**src/rtl/muldiv_unit.sv**
```systemverilog
// muldiv_unit: iterative RV32M multiply/divide unit.
// One bit per cycle in CALC (shift-add multiply, restoring divide) on operand
// magnitudes; sign correction is folded into the result register write on
// DONE entry. Divide-by-zero and signed overflow bypass CALC.
// Optional: define MULDIV_FAST_MUL_EN for a single-cycle combinational multiply.
module muldiv_unit #(
    parameter int XLEN = 32
) (
    input  logic            clk,
    input  logic            rst,
    input  logic            start,
    input  logic [4:0]      ALUSel,
    input  logic [XLEN-1:0] a,
    input  logic [XLEN-1:0] b,
    output logic            busy,
    output logic            done,
    output logic [XLEN-1:0] result
);

    typedef enum logic [1:0] {IDLE, CALC, DONE} state_t;

    localparam logic [XLEN-1:0] MIN_NEG = {1'b1, {(XLEN-1){1'b0}}};

    state_t              state, state_nxt;
    logic [2:0]          op_q;
    logic                neg_a_q, neg_b_q;
    logic [XLEN-1:0]     opnd_q;       // multiplicand (mul) or divisor (div)
    logic [2*XLEN-1:0]   acc_q, acc_nxt; // {hi, lo} product or {rem, quo}
    logic [4:0]          cnt_q;

    logic [2:0]          op_in;
    logic                accept, a_sgn_in, b_sgn_in, a_neg_in, b_neg_in;
    logic [XLEN-1:0]     ma_in, mb_in, special_res;
    logic                div0, ovf, special, fast_in;
    logic [XLEN:0]       sum, shifted, diff;

    assign op_in    = ALUSel[4:2];
    assign accept   = (state == IDLE) && start && (ALUSel[1:0] == 2'b01);
    // MULHU, DIVU, REMU treat a as unsigned; MULHSU additionally treats b as unsigned
    assign a_sgn_in = (op_in != 3'b011) && (op_in != 3'b101) && (op_in != 3'b111);
    assign b_sgn_in = a_sgn_in && (op_in != 3'b010);
    assign a_neg_in = a_sgn_in & a[XLEN-1];
    assign b_neg_in = b_sgn_in & b[XLEN-1];
    assign ma_in    = a_neg_in ? -a : a;
    assign mb_in    = b_neg_in ? -b : b;

    assign div0        = op_in[2] && (b == '0);
    assign ovf         = op_in[2] && !op_in[0] && (a == MIN_NEG) && (b == '1);
    assign special     = div0 || ovf;
    assign special_res = div0 ? (op_in[1] ? a : '1) : (op_in[1] ? '0 : MIN_NEG);

`ifdef MULDIV_FAST_MUL_EN
    logic [2*XLEN-1:0] prod_fast;
    assign prod_fast = {{XLEN{1'b0}}, ma_in} * {{XLEN{1'b0}}, mb_in};
    assign fast_in   = !op_in[2];
`else
    assign fast_in   = 1'b0;
`endif

    // Apply sign and select the requested half / quotient / remainder.
    function automatic logic [XLEN-1:0] fixup(input logic [2:0] op, input logic na,
                                              input logic nb, input logic [2*XLEN-1:0] acc);
        logic [2*XLEN-1:0] p;
        logic [XLEN-1:0]   q, r;
        p = (na ^ nb) ? -acc : acc;
        q = (na ^ nb) ? -acc[XLEN-1:0] : acc[XLEN-1:0];
        r = na ? -acc[2*XLEN-1:XLEN] : acc[2*XLEN-1:XLEN];
        if (!op[2])
            fixup = (op[1:0] == 2'b00) ? p[XLEN-1:0] : p[2*XLEN-1:XLEN];
        else
            fixup = op[1] ? r : q;
    endfunction

    // One iteration step: shift-add for multiply, restoring subtract for divide.
    always_comb begin
        sum     = '0;
        shifted = '0;
        diff    = '0;
        acc_nxt = acc_q;
        if (!op_q[2]) begin
            sum     = {1'b0, acc_q[2*XLEN-1:XLEN]} + (acc_q[0] ? {1'b0, opnd_q} : '0);
            acc_nxt = {sum, acc_q[XLEN-1:1]};
        end else begin
            shifted = {acc_q[2*XLEN-1:XLEN], acc_q[XLEN-1]};
            diff    = shifted - {1'b0, opnd_q};
            if (!diff[XLEN])
                acc_nxt = {diff[XLEN-1:0], acc_q[XLEN-2:0], 1'b1};
            else
                acc_nxt = {shifted[XLEN-1:0], acc_q[XLEN-2:0], 1'b0};
        end
    end

    // State register.
    always_ff @(posedge clk) begin
        if (rst) state <= IDLE;
        else     state <= state_nxt;
    end

    // Next-state and busy decode.
    always_comb begin
        state_nxt = state;
        busy      = 1'b1;
        case (state)
            IDLE: begin
                busy = 1'b0;
                if (accept) state_nxt = (special || fast_in) ? DONE : CALC;
            end
            CALC:    if (cnt_q == 5'd31) state_nxt = DONE;
            DONE:    state_nxt = IDLE;
            default: state_nxt = IDLE;
        endcase
    end

    // Operand capture, iteration registers and result/done outputs.
    always_ff @(posedge clk) begin
        if (rst) begin
            op_q    <= '0;
            neg_a_q <= 1'b0;
            neg_b_q <= 1'b0;
            opnd_q  <= '0;
            acc_q   <= '0;
            cnt_q   <= '0;
            done    <= 1'b0;
            result  <= '0;
        end else begin
            done <= 1'b0;
            case (state)
                IDLE: if (accept) begin
                    op_q    <= op_in;
                    neg_a_q <= a_neg_in;
                    neg_b_q <= b_neg_in;
                    cnt_q   <= '0;
                    if (special) begin
                        result <= special_res;
                        done   <= 1'b1;
                    end
`ifdef MULDIV_FAST_MUL_EN
                    else if (fast_in) begin
                        result <= fixup(op_in, a_neg_in, b_neg_in, prod_fast);
                        done   <= 1'b1;
                    end
`endif
                    else begin
                        opnd_q <= op_in[2] ? mb_in : ma_in;
                        acc_q  <= {{XLEN{1'b0}}, (op_in[2] ? ma_in : mb_in)};
                    end
                end
                CALC: begin
                    acc_q <= acc_nxt;
                    cnt_q <= cnt_q + 5'd1;
                    if (cnt_q == 5'd31) begin
                        result <= fixup(op_q, neg_a_q, neg_b_q, acc_nxt);
                        done   <= 1'b1;
                    end
                end
                default: ;
            endcase
        end
    end

endmodule
```
**config.mk**
```make
export PLATFORM = sky130hd
export DESIGN_NAME = muldiv_unit
export DESIGN_NICKNAME = d
export VERILOG_FILES = /design/src/rtl/muldiv_unit.sv
export SDC_FILE = /design/constraint.sdc
export NUM_CORES = 1
export LEC_CHECK = 0
export BUFFER_PORTS_ARGS = -buffer_cell sky130_fd_sc_hd__buf_2
export CAP_MARGIN = 15
export CELL_PAD_IN_SITES_DETAIL_PLACEMENT = 0
export CELL_PAD_IN_SITES_GLOBAL_PLACEMENT = 2
export CORE_MARGIN = 2
export CORE_UTILIZATION = 39
export CTS_BUF_LIST = sky130_fd_sc_hd__clkbuf_4
export DETAILED_ROUTE_END_ITERATION = 6
export PLACE_DENSITY = 0.91
export SYNTH_ARGS = -nofsm -noshare
export SYNTH_HDL_FRONTEND = slang
export SYNTH_SLANG_ARGS = --single-unit
```
**constraint.sdc**
```tcl
create_clock -name clk -period 15.4 [get_ports clk]
set_clock_uncertainty 0.15 [all_clocks]
set_input_delay 1.54 -clock clk [delete_from_list [all_inputs] [get_ports clk]]
set_output_delay 1.54 -clock clk [all_outputs]
set_load 0.02 [all_outputs]
```
After elaboration in Yosys (flattened, before gate mapping)

Index checks and enable logic that the tools add are counted.
Widths: inputs -> output; s select.

$add $sub $neg: 8
Equal/unequal tests: 13
Mux-type cells: 34
Bitwise operators: 4
Reductions and logical operators: 21

Operators by type and width:

| cell                 | number |
|---|---|
| $mux 32              | 16 |
| $mux 64              | 5 |
| $neg 32->32          | 4 |
| $pmux 64 s2          | 1 |
| $eq 32x32->1 const B | 2 |
| $neg 64->64          | 1 |
| $pmux 32 s2          | 1 |
| $add 32x32->33       | 1 |
| $sub 33x32->33       | 1 |
| $logic_not 32->1     | 1 |
| $pmux 5 s2           | 1 |
| $logic_and 1x1->1    | 9 |
| $ne 2x2->1 const B   | 4 |
| $mux 2               | 3 |
| $ne 3x2->1 const B   | 2 |
| $ne 3x3->1 const B   | 2 |
| $reduce_and 2->1     | 3 |
| $reduce_and 3->1     | 2 |
| $add 5x1->5 const B  | 1 |
| $eq 5x5->1 const B   | 1 |
| $mux 5               | 1 |
| $eq 2x1->1 const B   | 2 |
| $logic_not 2->1      | 2 |
| $mux 1               | 4 |
| 9 further kinds      | 10 |

Flip-flop bits (word level): 141
Input bits: 72
Output and inout bits: 34

Longest topological paths before layout

Gate-level depths: netlist of the first run.

Depth after elaboration: 10
Depth in mapped cells: 25

Worst setup path after synthesis of the first run

OpenSTA, ideal clock, no wires.

Kind: reg-to-reg
Start point: register acc_q[31]
End point: register result[30]
Arrival: 5.476 ns
Required time: 15.127 ns
Slack: 9.651 ns
Stages on the path, launching flop included: 25
Buffers on the path: 3
Period minus slack after synthesis: 5.749 ns
Cells stage by stage: dfxtp_1 -> inv_1 -> ha_1 -> fa_1 -> nand2b_1 -> a21oi_2 -> o31ai_4 -> o41ai_4 -> a21oi_4 -> xnor2_4 -> buf_6 -> buf_4 -> buf_4 -> a21oi_1 -> ha_1 -> o21ai_0 -> nor3_1 -> nand3_1 -> nor2_1 -> nand2_1 -> nor4_2 -> nand4_1 -> or4_1 -> a41oi_1 -> nor3_1

Cells in the longest elaborated chain, start to end: 9
Elaborated cells on any way between the ends: 14

Ends and longest elaborated chain:

| item                                      | line   | text |
|---|---|---|
| start: declaration                        | 28     | `logic [2*XLEN-1:0] acc_q, acc_nxt;` |
| start signal: assignment                  | 145    | `acc_q <= {{XLEN{1'b0}}, (op_in[2] ? ma_in : mb_in)};` |
| start signal: assignment                  | 149    | `acc_q <= acc_nxt;` |
| $sub 33x32->33                            | 85     | `diff = shifted - {1'b0, opnd_q};` |
| $mux 64                                   | 86     | `if (!diff[XLEN])` |
| $mux 64 *                                 | 80     | `if (!op_q[2]) begin` |
| $neg 64->64, or another cell as far along | 65     | `p = (na ^ nb) ? -acc : acc;` |
| $mux 64, or another cell as far along     | 65     |  |
| $mux 32 (on tied branches)                | 69, 71 |  |
| $mux 32 *                                 | 68     | `if (!op[2])` |
| $mux 32 *                                 | 151    | `if (cnt_q == 5'd31) begin` |
| $pmux 32 s2 *                             | 127    | `case (state)` |
| end signal: assignment                    | 134    | `result <= special_res;` |
| end signal: assignment                    | 152    | `result <= fixup(op_q, neg_a_q, neg_b_q, acc_nxt);` |
| end: declaration                          | 17     | `output logic [XLEN-1:0] result` |

Mark *: on every way between the ends. The rest lies on a longest branch, timed or not. The select of a mux whose other input is x is not followed.
A chain may end at the register's enable or synchronous reset.

Final worst setup path of the first run

Same ends and word-level chain as after synthesis.

==> summary.md, run 1 <==
| Metric | Value |
|---|---|
| Number of buffers between clock root and the deepest sink | 2 |
| Area of the mapped netlist | 16270 sq um |
| Global-route wire length before repair | 108200 microns |
| Number of register bits inferred by synthesis | 141 |
| Worst Max-Slew Pin Slew | 1.322 ns |
| Proportion of layout cells with a drive suffix above 1 | 10.24% |
| Initial standard-cell utilization of the core | 39.68% |
| Critical path class | reg -> reg |
| Leading register cell type out of synthesis | dfxtp_1 |
| Number of buffers added on ports | 105 |
| LEAKAGE | 6.634 nW |
| Number of hold-slack violations in the final timing report | 0 |
| Final weighted congestion in routability-driven placement | 0.9979 |
| Final max-slew violation count | 0 |
| Floorplan Core Area | 41020 sq um |
| Total of cells resized after clock tree synthesis | 0 |
| Number of warnings issued by yosys | 0 |
| Setup repair after global routing missed its margin | no |
| Slew headroom | 11.37% |
| Min Hold Slack | around 0.34 ns |
| Req. time, crit path | 15.77 ns |
| Cell row count | 74 |
| Fmax | 144.5 MHz |
| CP cell instances | inv_1 > ha_1 > fa_1 > nand2b_1 > a21oi_2 > o31ai_4 > o41ai_4 > a21oi_4 > xnor2_4 > buf_4 > a21oi_1 > ha_1 > o21ai_0 > nor3_1 > nand3_1 > nor2_1 > nand2_1 > nor4_2 > nand4_1 > or4_1 > a41oi_1 > nor3_1 |
| Routed wire length | around 73000 microns |
| Clock tree from TritonCTS | done |
| Final clock period utilization by the worst path | 44.93% |
| Slowest stage delay, CP | approximately 0.6 ns |
| Ys async rst share | 0% |
| Average routed wire per standard cell | 25.42 microns |
| Post-synthesis area per instance | 6.982 sq um |
| Maximum resistive drop on vdd | 41.43 uV |
| Worst-path maximum fanout | 50 |
| Clock-pin slew on the worst setup and hold paths | 0.14 ns |
| Combined global-route utilization of all metal layers | 32.81% |
| Min-Delay Path Class | reg -> reg |
| Antenna Violating Nets Remaining | 0 |
| Total die area | 43380 sq um |
| Pwr dens | between 60 and 70 nW/um^2 |
| Total CTS buffers | 17 |
| Sink Count | 141 |
| Final setup viols | 0 |
| Filler instances | about 4.4k |
| Clk_lat worst skew | 0.66 ns |
| Most common cell after layout, fill and taps aside | nor2_1 |
| Kind of start point of the critical path | register |
| Die boundary width | about 210 microns |
| Total gr overflow | 0 |
| Via count of the first global-routing pass | 16.70k |
| Cell count after synthesis | 2331 |
| Root cell of the clock tree | clkbuf_4 |
| DP HPWL | 56510 microns |
| Net count of the finished layout | 2477 |
| Shortest period the worst path allows | 6.919 ns |
| Number of distinct library cell variants in the gate-level netlist after synthesis | 108 |
| # hold bufs at CTS | 0 |
| Post-CTS Setup Inserts | 0 |
| Type of destination of the critical path | register |
| Count of H-tree levels built during CTS | 4 |
| Max-capacitance violation count | 0 |
| DRC | 0 |
| Sequential element share of the synthesized area | 17.34% |
| Most frequent cells in the layout | nor2_1, a21oi_1, nand2_1 |
| Io pins | roughly 110 |
| Cell with the biggest individual delay on the critical path | o41ai_4 |
| Status | completed |
| Violation count after the first detailed-route iteration | 2105 |
| Vias per inst | 6.362 |
| Detailed Routing Iterations Pass 1 | 6 |
| Setup_tns | 0 ns |
| Number of flops mapped to enable cells by yosys | 0 |
| Antenna violations before repair | 1 |
| Syn-to-layout area delta | 7.027% |
| Pin count of the biggest net entering global routing | 97 |
| Synthesized Nets | 2476 |
| Vias | 18.30k |
| Height of the die | 208.3 microns |
| Crit path arrival time | 7.29 ns |
==> stage by stage <==
step / cell area [sq um] / utilization, % / power, mW / worst slack [ns] / std cells
global placement: 17080 / 41.63 / 0.8529 / 8.877 / 2840
CTS: 17380 / 42.36 / 1.117 / 8.631 / 2874
floorplan: 16270 / - / 0.7043 / 9.651 / 2331
detailed placement: 17100 / 41.68 / 0.8525 / 8.700 / 2843
finish: 17420 / 42.47 / 1.131 / 8.481 / 2877
global route: 17420 / 42.47 / 1.178 / 7.950 / 2877
==> layout make-up <==
cell class	count	area (sq um)	share of cell area [%]
multi-input cells	1972	12620	72.43
inverters	63	236.5	1.358
flip-flops and latches	141	2826	16.23
repair buffers	137	792.0	4.547
clock inverters	14	151.4	0.8692
clock buffers	17	127.6	0.7327
diodes	1	2.502	0.01437
well taps	532	665.6	3.822
==> cell families after synthesis <==
group,count (synthesis),synth area share (%)
xor+xnor,182,9.956
compound gates,799,32.31
flops,141,17.34
mux,64,4.013
buf+inv,218,5.451
simple gates,854,25.22
fa+ha+maj,73,5.705
==> worst paths after layout <==
| check | startpoint | to | slack, ns | cells past startpoint |
|---|---|---|---|---|
| max | acc_q[31] | result[30] | 8.48 | 22 |
| min | cnt_q[4] | cnt_q[4] | 0.34 | 2 |
| max reg2reg | acc_q[31] | result[30] | 8.48 | 22 |
| min reg2reg | cnt_q[4] | cnt_q[4] | 0.34 | 2 |
==> sequential cells by signal, summed over array words and instances, names as in the netlist <==
name     count
cnt_q        5
opnd_q      32
neg_a_q      1
op_q         3
done         1
neg_b_q      1
result      32
acc_q       64
state        2
==> layer usage <==
layer	vias to the layer above	share of wire, %	global-route usage [%]	routed length (microns)
met1	8804	42	43.57	30970
li1	8553	-	-	-
met5	-	0	0	0
met4	0	4.4	13.02	3189
met3	127	8.0	5.208	5871
met2	820	45	53.07	33100
==> critical path, delay by kind of cell, from the launching register on <==
| family | cells | cell delay, ns |
|---|---|---|
| and+or+nand+nor | 9 | 2.65 |
| AOI/OAI and AO/OA | 7 | 2.02 |
| adders and majority gates | 3 | 0.87 |
| DFF | 1 | 0.45 |
| buffers and inverters | 2 | 0.44 |
| xor gates and xnor gates | 1 | 0.18 |
==> where the power goes <==
| group | internal (mW) | total [mW] | switching (mW) | leakage, nW |
|---|---|---|---|---|
| Combinational | 0.145 | 0.474 | 0.329 | 5.35 |
| Sequential | 0.374 | 0.387 | 0.0127 | 1.14 |
| Clock | 0.109 | 0.271 | 0.162 | 0.145 |
==> cell usage after synthesis (all sizes together) (20+ instances only) <==
library cell,number,area [sq um]
a211oi,67,513.0
a21o,33,247.7
a21oi,264,1351
a31oi,53,365.4
and2,44,277.8
buf,34,196.4
clkbuf,121,454.2
dfxtp,141,2823
ha,71,888.4
inv,61,229.0
mux2i,54,540.5
nand2,230,863.3
nand2b,20,125.1
nand3,60,315.3
nand4,41,271.5
nor2,291,1092
nor3,74,425.4
nor4,21,186.4
o211ai,34,265.3
o21ai,152,764.5
o31ai,27,216.5
xnor2,102,912.1
xor2,80,708.2
Note: power is estimated with default switching activity, not from simulation.
==> run 2: changes to the inputs <==
--- a/config.mk
+++ b/config.mk
@@ -10,10 +10,10 @@
 export CELL_PAD_IN_SITES_DETAIL_PLACEMENT = 0
 export CELL_PAD_IN_SITES_GLOBAL_PLACEMENT = 2
 export CORE_MARGIN = 2
-export CORE_UTILIZATION = 39
+export CORE_UTILIZATION = 37
 export CTS_BUF_LIST = sky130_fd_sc_hd__clkbuf_4
 export DETAILED_ROUTE_END_ITERATION = 6
-export PLACE_DENSITY = 0.91
+export PLACE_DENSITY = 0.87
 export SYNTH_ARGS = -nofsm -noshare
 export SYNTH_HDL_FRONTEND = slang
 export SYNTH_SLANG_ARGS = --single-unit
==> constraint.sdc (replaced) <==
create_clock -name clk -period 6.5 [get_ports clk]
set_clock_uncertainty 0.15 [all_clocks]
set_input_delay 0.65 -clock clk [delete_from_list [all_inputs] [get_ports clk]]
set_output_delay 0.65 -clock clk [all_outputs]
set_load 0.02 [all_outputs]
==> run 2 against run 1 <==
Effect of this change: combinational power is 130% higher; non-clock buffer count is 19 higher; wire length is 2.0% higher; global-route usage is 0.39 points lower; via count is 0.14% lower; final cell count is 2.6% higher; maximum frequency is 15% higher; die area is 5.3% higher; critical path depth is 1 lower; critical endpoint unchanged; highest routed layer is now met5; clock-buffer cell count is 2 higher; utilization is 1.5 points lower; sequential share of layout area is 0.29 points lower.
==> summary.md, run 2 (synthesis gave the netlist of run 1 again) <==
| Metric | Value |
|---|---|
| Status | completed |
| Largest register FFs | 64 (unchanged) |
| Cell row count | 76 (+2.7%) |
| Count of H-tree levels built during CTS | 4 (unchanged) |
| Detailed Routing Iterations Pass 1 | 6 (unchanged) |
| Sink Count | 141 (unchanged) |
| Final max-slew violation count | 0 (unchanged) |
| Fmax | 166.4 MHz (+15%) |
| Vias per inst | 6.194 (-2.6%) |
| Setup repair after global routing missed its margin | no |
| Maximum resistive drop on vdd | 106.6 uV (+160%) |
| Final clock period utilization by the worst path | 92.47% (+48 points) |
| Proportion of layout cells with a drive suffix above 1 | 11.21% (+0.97 points) |
| Total gr overflow | 0 (unchanged) |
| Clock-pin slew on the worst setup and hold paths | 0.19 ns (+0.05 ns) |
| Biggest registers after layout | acc_q: 64 flops, opnd_q: 32 flops, result: 32 flops |
| Final weighted congestion in routability-driven placement | 0.9713 (-2.7%) |
| Tot Pwr | 2.821 mW (+150%) |
| Via count of the first global-routing pass | 16.59k (-0.64%) |
| Max-capacitance violation count | 0 (unchanged) |
| DRC | 0 (unchanged) |
| Clk_lat worst skew | 0.68 ns (+0.02 ns) |
| Global-route wire length before repair | 109200 microns (+0.89%) |
| Crit path arrival time | 6.39 ns (-0.90 ns) |
| Number of buffers between clock root and the deepest sink | 2 (unchanged) |
| Floorplan Core Area | 43270 sq um (+5.5%) |
| Multi-input logic area | 12630 sq um (+0.11%) |
| Io pins | 106 (unchanged) |
| Antenna violations before repair | 10 (+9) |
| Height of the die | 213.7 microns (+2.6%) |
| Kind of start point of the critical path | register |
| Average routed wire per standard cell | 25.29 microns (-0.51%) |
| Violation count after the first detailed-route iteration | 2258 (+7.3%) |
| Type of destination of the critical path | register |
| Worst-path maximum fanout | 8 (-84%) |
| Final setup viols | 0 (unchanged) |
| Number of hold-slack violations in the final timing report | 0 (unchanged) |
| Pwr dens | 159.1 nW/um^2 (+150%) |
| DP HPWL | 58710 microns (+3.9%) |
| Pin count of the biggest net entering global routing | 85 (-12%) |
| Clock tree from TritonCTS | done |
| Die boundary width | 213.7 microns (+2.6%) |
| GR met2 Demand/Resource | 50.93% (-2.1 points) |
| Most frequent cells in the layout | nor2_1, a21oi_1, nand2_1 |
| Met3 track demand over resource | 5.404% (+0.20 points) |
| Filler instances | 4652 (+5.4%) |
| Slew headroom | 15.19% (+3.8 points) |
| Post-CTS Setup Inserts | 0 (unchanged) |
| Grt peak-use layer | met2 |
| Number of buffers added on ports | 105 (unchanged) |
| Total die area | 45680 sq um (+5.3%) |
| Net count of the finished layout | 2496 (+0.77%) |
| Min-Delay Path Class | in -> reg |
| # hold bufs at CTS | 0 (unchanged) |
| Largest register by flop count | acc_q |
| Most common cell after layout, fill and taps aside | nor2_1 |
| Routed wire length | 74620 microns (+2.0%) |
| Vias | 18.28k (-0.14%) |
| LEAKAGE | 6.780 nW (+2.2%) |
| Syn-to-layout area delta | 8.965% |
| Total CTS buffers | 17 (unchanged) |
| Initial standard-cell utilization of the core | 37.61% (-2.1 points) |
| Setup_tns | 0 ns (unchanged) |
| Critical path class | reg -> reg |
| Req. time, crit path | 6.88 ns (-8.89 ns) |
| Routing usage on met1 | 43.44% (-0.13 points) |
| Shortest period the worst path allows | 6.011 ns (-0.9083 ns) |
| Combined global-route utilization of all metal layers | 32.41% (-0.39 points) |
| Antenna Violating Nets Remaining | 0 (unchanged) |
| Storage element area | 2826 sq um (unchanged) |
| Root cell of the clock tree | clkbuf_4 |
| Worst Max-Slew Pin Slew | 1.264 ns (-0.05706 ns) |
-- run 2: cell count changes in the layout (fill, tap and decap cells not counted), moves of 2 or more --
cell / delta
buf_4: +19
clkinv_1: -4
bufinv_16: +3
clkbuf_4: +2
clkinv_2: -2
clkinvlp_4: -2
inv_6: +2
-- run 2: path summary, 6_finish.rpt --
| kind | endpoint | cells after the start | slack (ns) | startpoint |
|---|---|---|---|---|
| worst max register to register | result[30] | 21 | 0.49 | acc_q[31] |
| worst max-delay path | result[30] | 21 | 0.49 | acc_q[31] |
| worst min register to register | cnt_q[4] | 2 | 0.34 | cnt_q[4] |
| worst min-delay path | op_q[0] | 3 | 0.11 | ALUSel[2] |
-- run 2: what timing repair did --
item / CTS / global route
resized for setup: 0 / 2
endpoints found under the setup margin: 0 / 1
hold endpoints to repair: 0 / 0
-- run 2: layout make-up --
type	instances	share of cell area, %
Timing Repair Buffer	156	5.228
Multi-Input combinational cell	1972	71.22
Clock buffer	19	0.8043
Inverter	63	1.334
Clock inverter	13	1.319
Antenna cell	2	0.02822
Sequential cell	141	15.94
Tap cell	585	4.128
-- run 2: stage by stage --
step / worst slack, ns / std cells / hold WS (ns) / utilization [%] / area, sq um
floorplan: 0.7511 / 2331 / 0.2903 / - / 16270
CTS: 0.3553 / 2948 / 0.09917 / 40.92 / 17700
finish: 0.4894 / 2951 / 0.1107 / 40.99 / 17730
global route: 0.1043 / 2950 / 0.1195 / 40.98 / 17730
global placement: 0.5430 / 2916 / 0.3074 / 40.05 / 17330
detailed placement: 0.3948 / 2916 / 0.3154 / 40.05 / 17330
-- run 2: critical path, stage by stage, from the launching register on --
cell and delay, ns:
dfxtp_1 0.46, inv_1 0.08, ha_1 0.22, fa_1 0.41, nand2b_1 0.19, a21oi_2 0.28, o31ai_4 0.14, o41ai_4 0.43
a21oi_4 0.19, xnor2_4 0.17, a21oi_1 0.33, ha_1 0.23, o21ai_0 0.16, nor3_2 0.29, nand3_1 0.27, nor2_1 0.28
nand2_1 0.26, nor4_4 0.52, nand4_1 0.12, or4_1 0.42, a41oi_1 0.20, nor3_1 0.08
-- run 2: power breakdown --
part / switching [mW] / leakage (nW) / internal, mW
Clock: 0.408 / 0.200 / 0.395
Combinational: 0.751 / 5.44 / 0.350
Sequential: 0.0308 / 1.14 / 0.886
Total: 1.19 / 6.78 / 1.63
-- run 2: layer usage --
metal  vias up  part of all wire (%)
li1       8601                     -
met1      8723                    43
met2       811                    45
met3       139                   7.4
met4         4                   4.7
met5         -                 0.036
